--- src/rtl/pll_seq_pkg.sv ---
// pll_seq_pkg: shared types and constants for the PLL lock sequencer.
//   pll_state_t   - sequencer state encoding (exported on the debug port)
//   CNT_W_DEFAULT - default width of the shared cycle down-counter
//   LOSS_CNT_W    - width of the saturating lock-loss event counter
package pll_seq_pkg;

  typedef enum logic [2:0] {
    RST_PLL   = 3'd0,
    WAIT_LOCK = 3'd1,
    STABLE    = 3'd2,
    RUN       = 3'd3,
    FAIL      = 3'd4
  } pll_state_t;

  localparam int unsigned CNT_W_DEFAULT = 16;
  localparam int unsigned LOSS_CNT_W    = 8;

endpackage

--- src/rtl/sync2_ff.sv ---
// sync2_ff: two-flop synchronizer for a single asynchronous level.
//   clk   - destination clock
//   rst_n - asynchronous active-low clear; both flops clear to 0
//   d     - asynchronous input
//   q     - synchronized output, two clk edges of latency
module sync2_ff (
  input  logic clk,
  input  logic rst_n,
  input  logic d,
  output logic q
);

  logic meta;

  always_ff @(posedge clk or negedge rst_n) begin
    if (!rst_n) begin
      meta <= 1'b0;
      q    <= 1'b0;
    end else begin
      meta <= d;
      q    <= meta;
    end
  end

endmodule

--- src/rtl/pll_lock_sequencer.sv ---
// pll_lock_sequencer: brings up the rPLL that feeds the DDR3 clocks.
// Pulses the PLL reset, waits for LOCK, requires LOCK to stay high for a
// stable window, then releases the downstream reset. Times out and retries a
// bounded number of times, reports failure, and counts lock losses in RUN.
// Runs on the board clock that also drives CLKIN, never on a PLL output.
//
// Build option: PLL_LOSS_RESTART_EN
//   defined   - lock loss in RUN re-issues a full PLL reset pulse
//   undefined - lock loss in RUN waits for lock again without a reset pulse
//
// Ports:
//   clk           in   board clock (same net as PLL CLKIN)
//   resetn        in   asynchronous active-low reset
//   pll_lock      in   PLL LOCK, asynchronous, synchronized internally
//   relock_req    in   single-cycle request; restarts the whole sequence and
//                      wins over every other transition in that cycle
//   pll_reset     out  PLL RESET, active high
//   pll_reset_p   out  PLL RESET_P, active high
//   ready         out  PLL locked and stable
//   sys_resetn    out  active-low reset for the PLL clock domains
//   fail          out  lock retries exhausted
//   lock_loss_cnt out  saturating count of lock losses seen in RUN
//   state_dbg     out  current sequencer state
module pll_lock_sequencer
  import pll_seq_pkg::*;
#(
  parameter int unsigned RESET_PULSE_CYCLES  = 27,
  parameter int unsigned LOCK_TIMEOUT_CYCLES = 27000,
  parameter int unsigned LOCK_STABLE_CYCLES  = 2700,
  parameter int unsigned MAX_RETRIES         = 3,
  parameter int unsigned CNT_W               = CNT_W_DEFAULT
) (
  input  logic                  clk,
  input  logic                  resetn,
  input  logic                  pll_lock,
  input  logic                  relock_req,
  output logic                  pll_reset,
  output logic                  pll_reset_p,
  output logic                  ready,
  output logic                  sys_resetn,
  output logic                  fail,
  output logic [LOSS_CNT_W-1:0] lock_loss_cnt,
  output pll_state_t            state_dbg
);

  localparam int unsigned RETRY_W = (MAX_RETRIES < 1) ? 1 : $clog2(MAX_RETRIES + 1);

  localparam logic [CNT_W-1:0]      RESET_LOAD   = CNT_W'(RESET_PULSE_CYCLES);
  localparam logic [CNT_W-1:0]      TIMEOUT_LOAD = CNT_W'(LOCK_TIMEOUT_CYCLES);
  localparam logic [CNT_W-1:0]      STABLE_LOAD  = CNT_W'(LOCK_STABLE_CYCLES);
  localparam logic [CNT_W-1:0]      CNT_ONE      = CNT_W'(1);
  localparam logic [RETRY_W-1:0]    RETRY_MAX    = RETRY_W'(MAX_RETRIES);
  localparam logic [RETRY_W-1:0]    RETRY_ONE    = RETRY_W'(1);
  localparam logic [LOSS_CNT_W-1:0] LOSS_ONE     = LOSS_CNT_W'(1);

  pll_state_t            state, state_nxt;
  logic [CNT_W-1:0]      cnt, cnt_nxt;
  logic [RETRY_W-1:0]    retry_cnt, retry_nxt;
  logic [LOSS_CNT_W-1:0] loss_nxt;
  logic                  lock_s;
  logic                  cnt_last;

  sync2_ff u_lock_sync (
    .clk   (clk),
    .rst_n (resetn),
    .d     (pll_lock),
    .q     (lock_s)
  );

  // The count reaches 0 on this cycle's decrement, so a state loaded with N
  // lasts exactly N cycles (a load of 0 behaves like 1).
  assign cnt_last  = (cnt <= CNT_ONE);
  assign state_dbg = state;

  always_comb begin
    state_nxt = state;
    cnt_nxt   = (cnt != '0) ? (cnt - CNT_ONE) : '0;
    retry_nxt = retry_cnt;
    loss_nxt  = lock_loss_cnt;
    if (relock_req) begin
      state_nxt = RST_PLL;
      cnt_nxt   = RESET_LOAD;
      retry_nxt = '0;
    end else begin
      unique case (state)
        RST_PLL: begin
          if (cnt_last) begin
            state_nxt = WAIT_LOCK;
            cnt_nxt   = TIMEOUT_LOAD;
          end
        end
        WAIT_LOCK: begin
          // Lock is checked first so it wins against the terminal count.
          if (lock_s) begin
            state_nxt = STABLE;
            cnt_nxt   = STABLE_LOAD;
          end else if (cnt_last) begin
            if (retry_cnt < RETRY_MAX) begin
              retry_nxt = retry_cnt + RETRY_ONE;
              state_nxt = RST_PLL;
              cnt_nxt   = RESET_LOAD;
            end else begin
              state_nxt = FAIL;
            end
          end
        end
        STABLE: begin
          // A glitch restarts the wait without consuming a retry.
          if (!lock_s) begin
            state_nxt = WAIT_LOCK;
            cnt_nxt   = TIMEOUT_LOAD;
          end else if (cnt_last) begin
            state_nxt = RUN;
          end
        end
        RUN: begin
          retry_nxt = '0;
          if (!lock_s) begin
            if (lock_loss_cnt != '1) begin
              loss_nxt = lock_loss_cnt + LOSS_ONE;
            end
`ifdef PLL_LOSS_RESTART_EN
            state_nxt = RST_PLL;
            cnt_nxt   = RESET_LOAD;
`else
            state_nxt = WAIT_LOCK;
            cnt_nxt   = TIMEOUT_LOAD;
`endif
          end
        end
        FAIL: begin
          state_nxt = FAIL;
        end
        default: begin
          state_nxt = RST_PLL;
          cnt_nxt   = RESET_LOAD;
        end
      endcase
    end
  end

  always_ff @(posedge clk or negedge resetn) begin
    if (!resetn) begin
      state         <= RST_PLL;
      cnt           <= RESET_LOAD;
      retry_cnt     <= '0;
      lock_loss_cnt <= '0;
      pll_reset     <= 1'b1;
      pll_reset_p   <= 1'b1;
      ready         <= 1'b0;
      sys_resetn    <= 1'b0;
      fail          <= 1'b0;
    end else begin
      state         <= state_nxt;
      cnt           <= cnt_nxt;
      retry_cnt     <= retry_nxt;
      lock_loss_cnt <= loss_nxt;
      // Outputs are registered from the next state so the PLL reset pins
      // never see decode glitches.
      pll_reset     <= (state_nxt == RST_PLL);
      pll_reset_p   <= (state_nxt == RST_PLL);
      fail          <= (state_nxt == FAIL);
      // ready and sys_resetn share one term: they rise the cycle after RUN
      // entry and fall on the same edge that leaves RUN.
      ready         <= (state == RUN) && (state_nxt == RUN);
      sys_resetn    <= (state == RUN) && (state_nxt == RUN);
    end
  end

endmodule

--- config.mk ---
export PLATFORM = sky130hd
export DESIGN_NAME = pll_lock_sequencer
export DESIGN_NICKNAME = d
export VERILOG_FILES = /design/src/rtl/pll_seq_pkg.sv /design/src/rtl/sync2_ff.sv /design/src/rtl/pll_lock_sequencer.sv
export SDC_FILE = /design/constraint.sdc
export NUM_CORES = 1
export LEC_CHECK = 0
export ABC_CLOCK_PERIOD_IN_PS = 4800
export BUFFER_PORTS_ARGS = -buffer_cell sky130_fd_sc_hd__buf_2
export CORE_MARGIN = 2
export CORE_UTILIZATION = 45
export DETAILED_ROUTE_END_ITERATION = 6
export HOLD_SLACK_MARGIN = 0.1
export PLACE_DENSITY = 0.69
export REMOVE_ABC_BUFFERS = 1
export SLEW_MARGIN = 10
export SYNTH_ARGS = -nofsm -noshare
export SYNTH_HDL_FRONTEND = slang
export SYNTH_SLANG_ARGS = --single-unit
--- constraint.sdc ---
create_clock -name clk -period 4.8 [get_ports clk]
set_input_delay 0.96 -clock clk [delete_from_list [all_inputs] [get_ports clk]]
set_output_delay 0.96 -clock clk [all_outputs]
set_load 0.05 [all_outputs]
==> results.md <==
- Outcome: complete, no violations
- FF-to-FF End: cnt[2]
- Multi-input logic area: 1040 µm²
- Max clock buf depth: 2
- H-Tree Level Count: 2
- Core area: 4290 µm²
- Final hold vios: 0
- Distinct cells, synth: 49
- Total track usage: 18.5%
- Post-CTS setup repair buffer count: 0
- Top cell family by delay on the critical path: simple AND/OR/NAND/NOR gates
- Worst setup startpoint: cnt[0]
- Req. time, crit path: 4960 ps
- CP Buf/Inv Count: 1
- Ys async rst share: 100%
- Fmax: 0.433 GHz
- First-pass DRT Iterations: 4
- Register area: 857 µm²
- First-pass GRT wire length: 7390 µm
- P&R area growth vs syn: 10.7%
- I/O pin count: 20
- Die Area: 4920 µm²
- Resize count post-CTS: 0
- Pins over their slew limit: 0
- Final min period: 2310 ps
- Fin cells: 280
- Via/cell ratio: 5.94
- Max-Cap Viols: 0
- Wire per inst: 15.4 µm
- Post-DP HPWL: 3150 µm
- Critical Path AT: 2470 ps
- CTS sink cnt: 34
- Overall Power: 0.000558 W
- Largest net degree at the start of global routing: 35
- Share of cells above drive strength 1: 18.4%
- Critical-path maximum fanout: 7
- Min-Delay Path Depth: 0
- Gpl congestion: 0.826
- Pwr Density: 256 nW/µm²
- Syn. warnings: 0
- Period utilisation layout: 48.1%
- Reg-to-reg startpoint: cnt[0]
- Clk slew on worst S/H paths: 70 ps
- CP Capture Type: flip-flop
- Vias in the first global route: 1595
- Leakage: 0.970 nW
- Synth Flop Type: dfrtp_1
- Worst-Margin Slew: 746 ps
- Antenna diode count: 0
- CP Cell Sequence: inv_1 -> ha_1 -> or3b_1 -> nor4_2 -> a21bo_2 -> o21bai_1 -> o21ai_1
- Endpoints failing setup: 0
- Mapped Area: 1970 µm²
- End of the critical path: cnt[2]
- Most frequent cells in the layout: dfrtp_1, buf_2, a21oi_1
- #FFs+latches synth: 34
- Smallest hold slack: 350 ps
- Mapped Cells: 211
- Startpoint types: flip-flop
- DRT iter0 DRCs: 85
- Worst R2R Setup Slack: 2490 ps
- Post-Syn Area per Cell: 9.33 µm²
- Clock Latency Late Sink: 290 ps
- Final core occ: 50.8%
- Routed WL: 4310 µm
- VDD IR max: 0.000202 V
- Total CTS buffers: 5
- PortBufs: 19
- Seq/Total Area, Yosys: 43.5%
- Worst R2R Path Depth: 7
- Vias: 1664
- Clock Root Buffer: clkbuf_8
- Critical path's slowest cell: or3b_1
- Die width: 70.2 µm
- Initial antenna violation count: 0
- Placed cells: 272
- Slew headroom: 50.3%
- TritonCTS clock tree: built
- Number of remaining DRC errors: 0
- Setup Skew: 8.54 ps
- Antenna Nets Post-Route: 0
- Hold_buf cts: 0
- Die height: 70.2 µm
- Hold crit path type: flip-flop to flip-flop
- EDFF count, synth: 0
- Slowest cell delay on critical path: 450 ps
- Final net count: 235
- CP Depth: 7
- RSZ-0062 raised after global routing: false
- Fillers: 407
- Row count: 24
- Setup tns final: 0 ps
- Setup Crit Path Kind: flip-flop to flip-flop
- Hold_sp: u_lock_sync.meta
- Commonest non-fill, non-tap cell in the layout: dfrtp_1
- Total grt overflow: 0
- Initial Util: 45.9%
==> where the power goes <==
group,internal (W),switching (W),total (W)
sequential,0.000294,0.00000708,0.000301
clock,0.000115,0.000109,0.000225
combinational,0.0000112,0.0000205,0.0000317
==> synthesized netlist by cell type (all sizes together), types with 4 or more instances <==
library cell,instances,area share (%)
dfrtp,29,37
a21oi,18,4.6
o31ai,4,1.8
inv,7,1.3
a31oi,5,1.6
nand3,6,1.5
nor2,17,3.2
xor2,4,1.8
o21ai,12,3.0
nand2,13,2.5
dfstp,5,6.7
or4,5,2.3
ha,4,2.5
nor4,7,3.6
xnor2,11,4.9
nor3,13,3.3
clkbuf,8,1.5
==> final cells by class <==
type | count | area share, %
Inverter | 7 | 1.21
Multi-Input combinational cell | 160 | 47.8
Timing Repair Buffer | 19 | 4.36
Sequential cell | 34 | 39.3
Clock inverter | 2 | 0.574
Clock buffer | 6 | 3.79
Tap cell | 52 | 2.99
==> flip-flops by register name, summed over array words and instances (netlist names) <==
signal,cells
u_lock_sync.q,1
cnt,16
u_lock_sync.meta,1
fail,1
state_dbg,3
sys_resetn,1
retry_cnt,2
lock_loss_cnt,8
pll_reset_p,1
==> cells by family after synthesis <==
| group | count (synthesis) | synth area share [%] |
|---|---|---|
| muxes | 4 | 2.10 |
| AOI/OAI and AO/OA | 54 | 17.4 |
| buffers and inverters | 17 | 3.62 |
| DFF | 34 | 43.5 |
| adders and majority gates | 4 | 2.54 |
| and+or+nand+nor | 83 | 24.1 |
| xor gates and xnor gates | 15 | 6.67 |
==> stage by stage <==
stage,instance area (µm²),setup slack [ps]
after floorplan,1920,2750
after global placement,2080,2500
after detailed placement,2080,2470
after CTS,2180,2460
after global routing,2180,2240
final,2180,2490
==> how the worst min path moves through the flow <==
stage,to,slack (ps)
2_1_floorplan,u_lock_sync.q,330
3_3_place_gp,u_lock_sync.q,330
3_5_place_dp,u_lock_sync.q,330
4_1_cts,u_lock_sync.q,350
5_1_grt,u_lock_sync.q,380
6_report,u_lock_sync.q,350
==> routing by layer <==
| metal | vias to the layer above | GRT usage [%] | routed length [µm] |
|---|---|---|---|
| met5 | - | 0 | 0 |
| met4 | 0 | 4.70 | 48 |
| met3 | 8 | 3.90 | 224 |
| met2 | 51 | 30.3 | 2050 |
| met1 | 800 | 25.0 | 1990 |
| li1 | 805 | - | - |
Power figures use the tool's default switching activity.
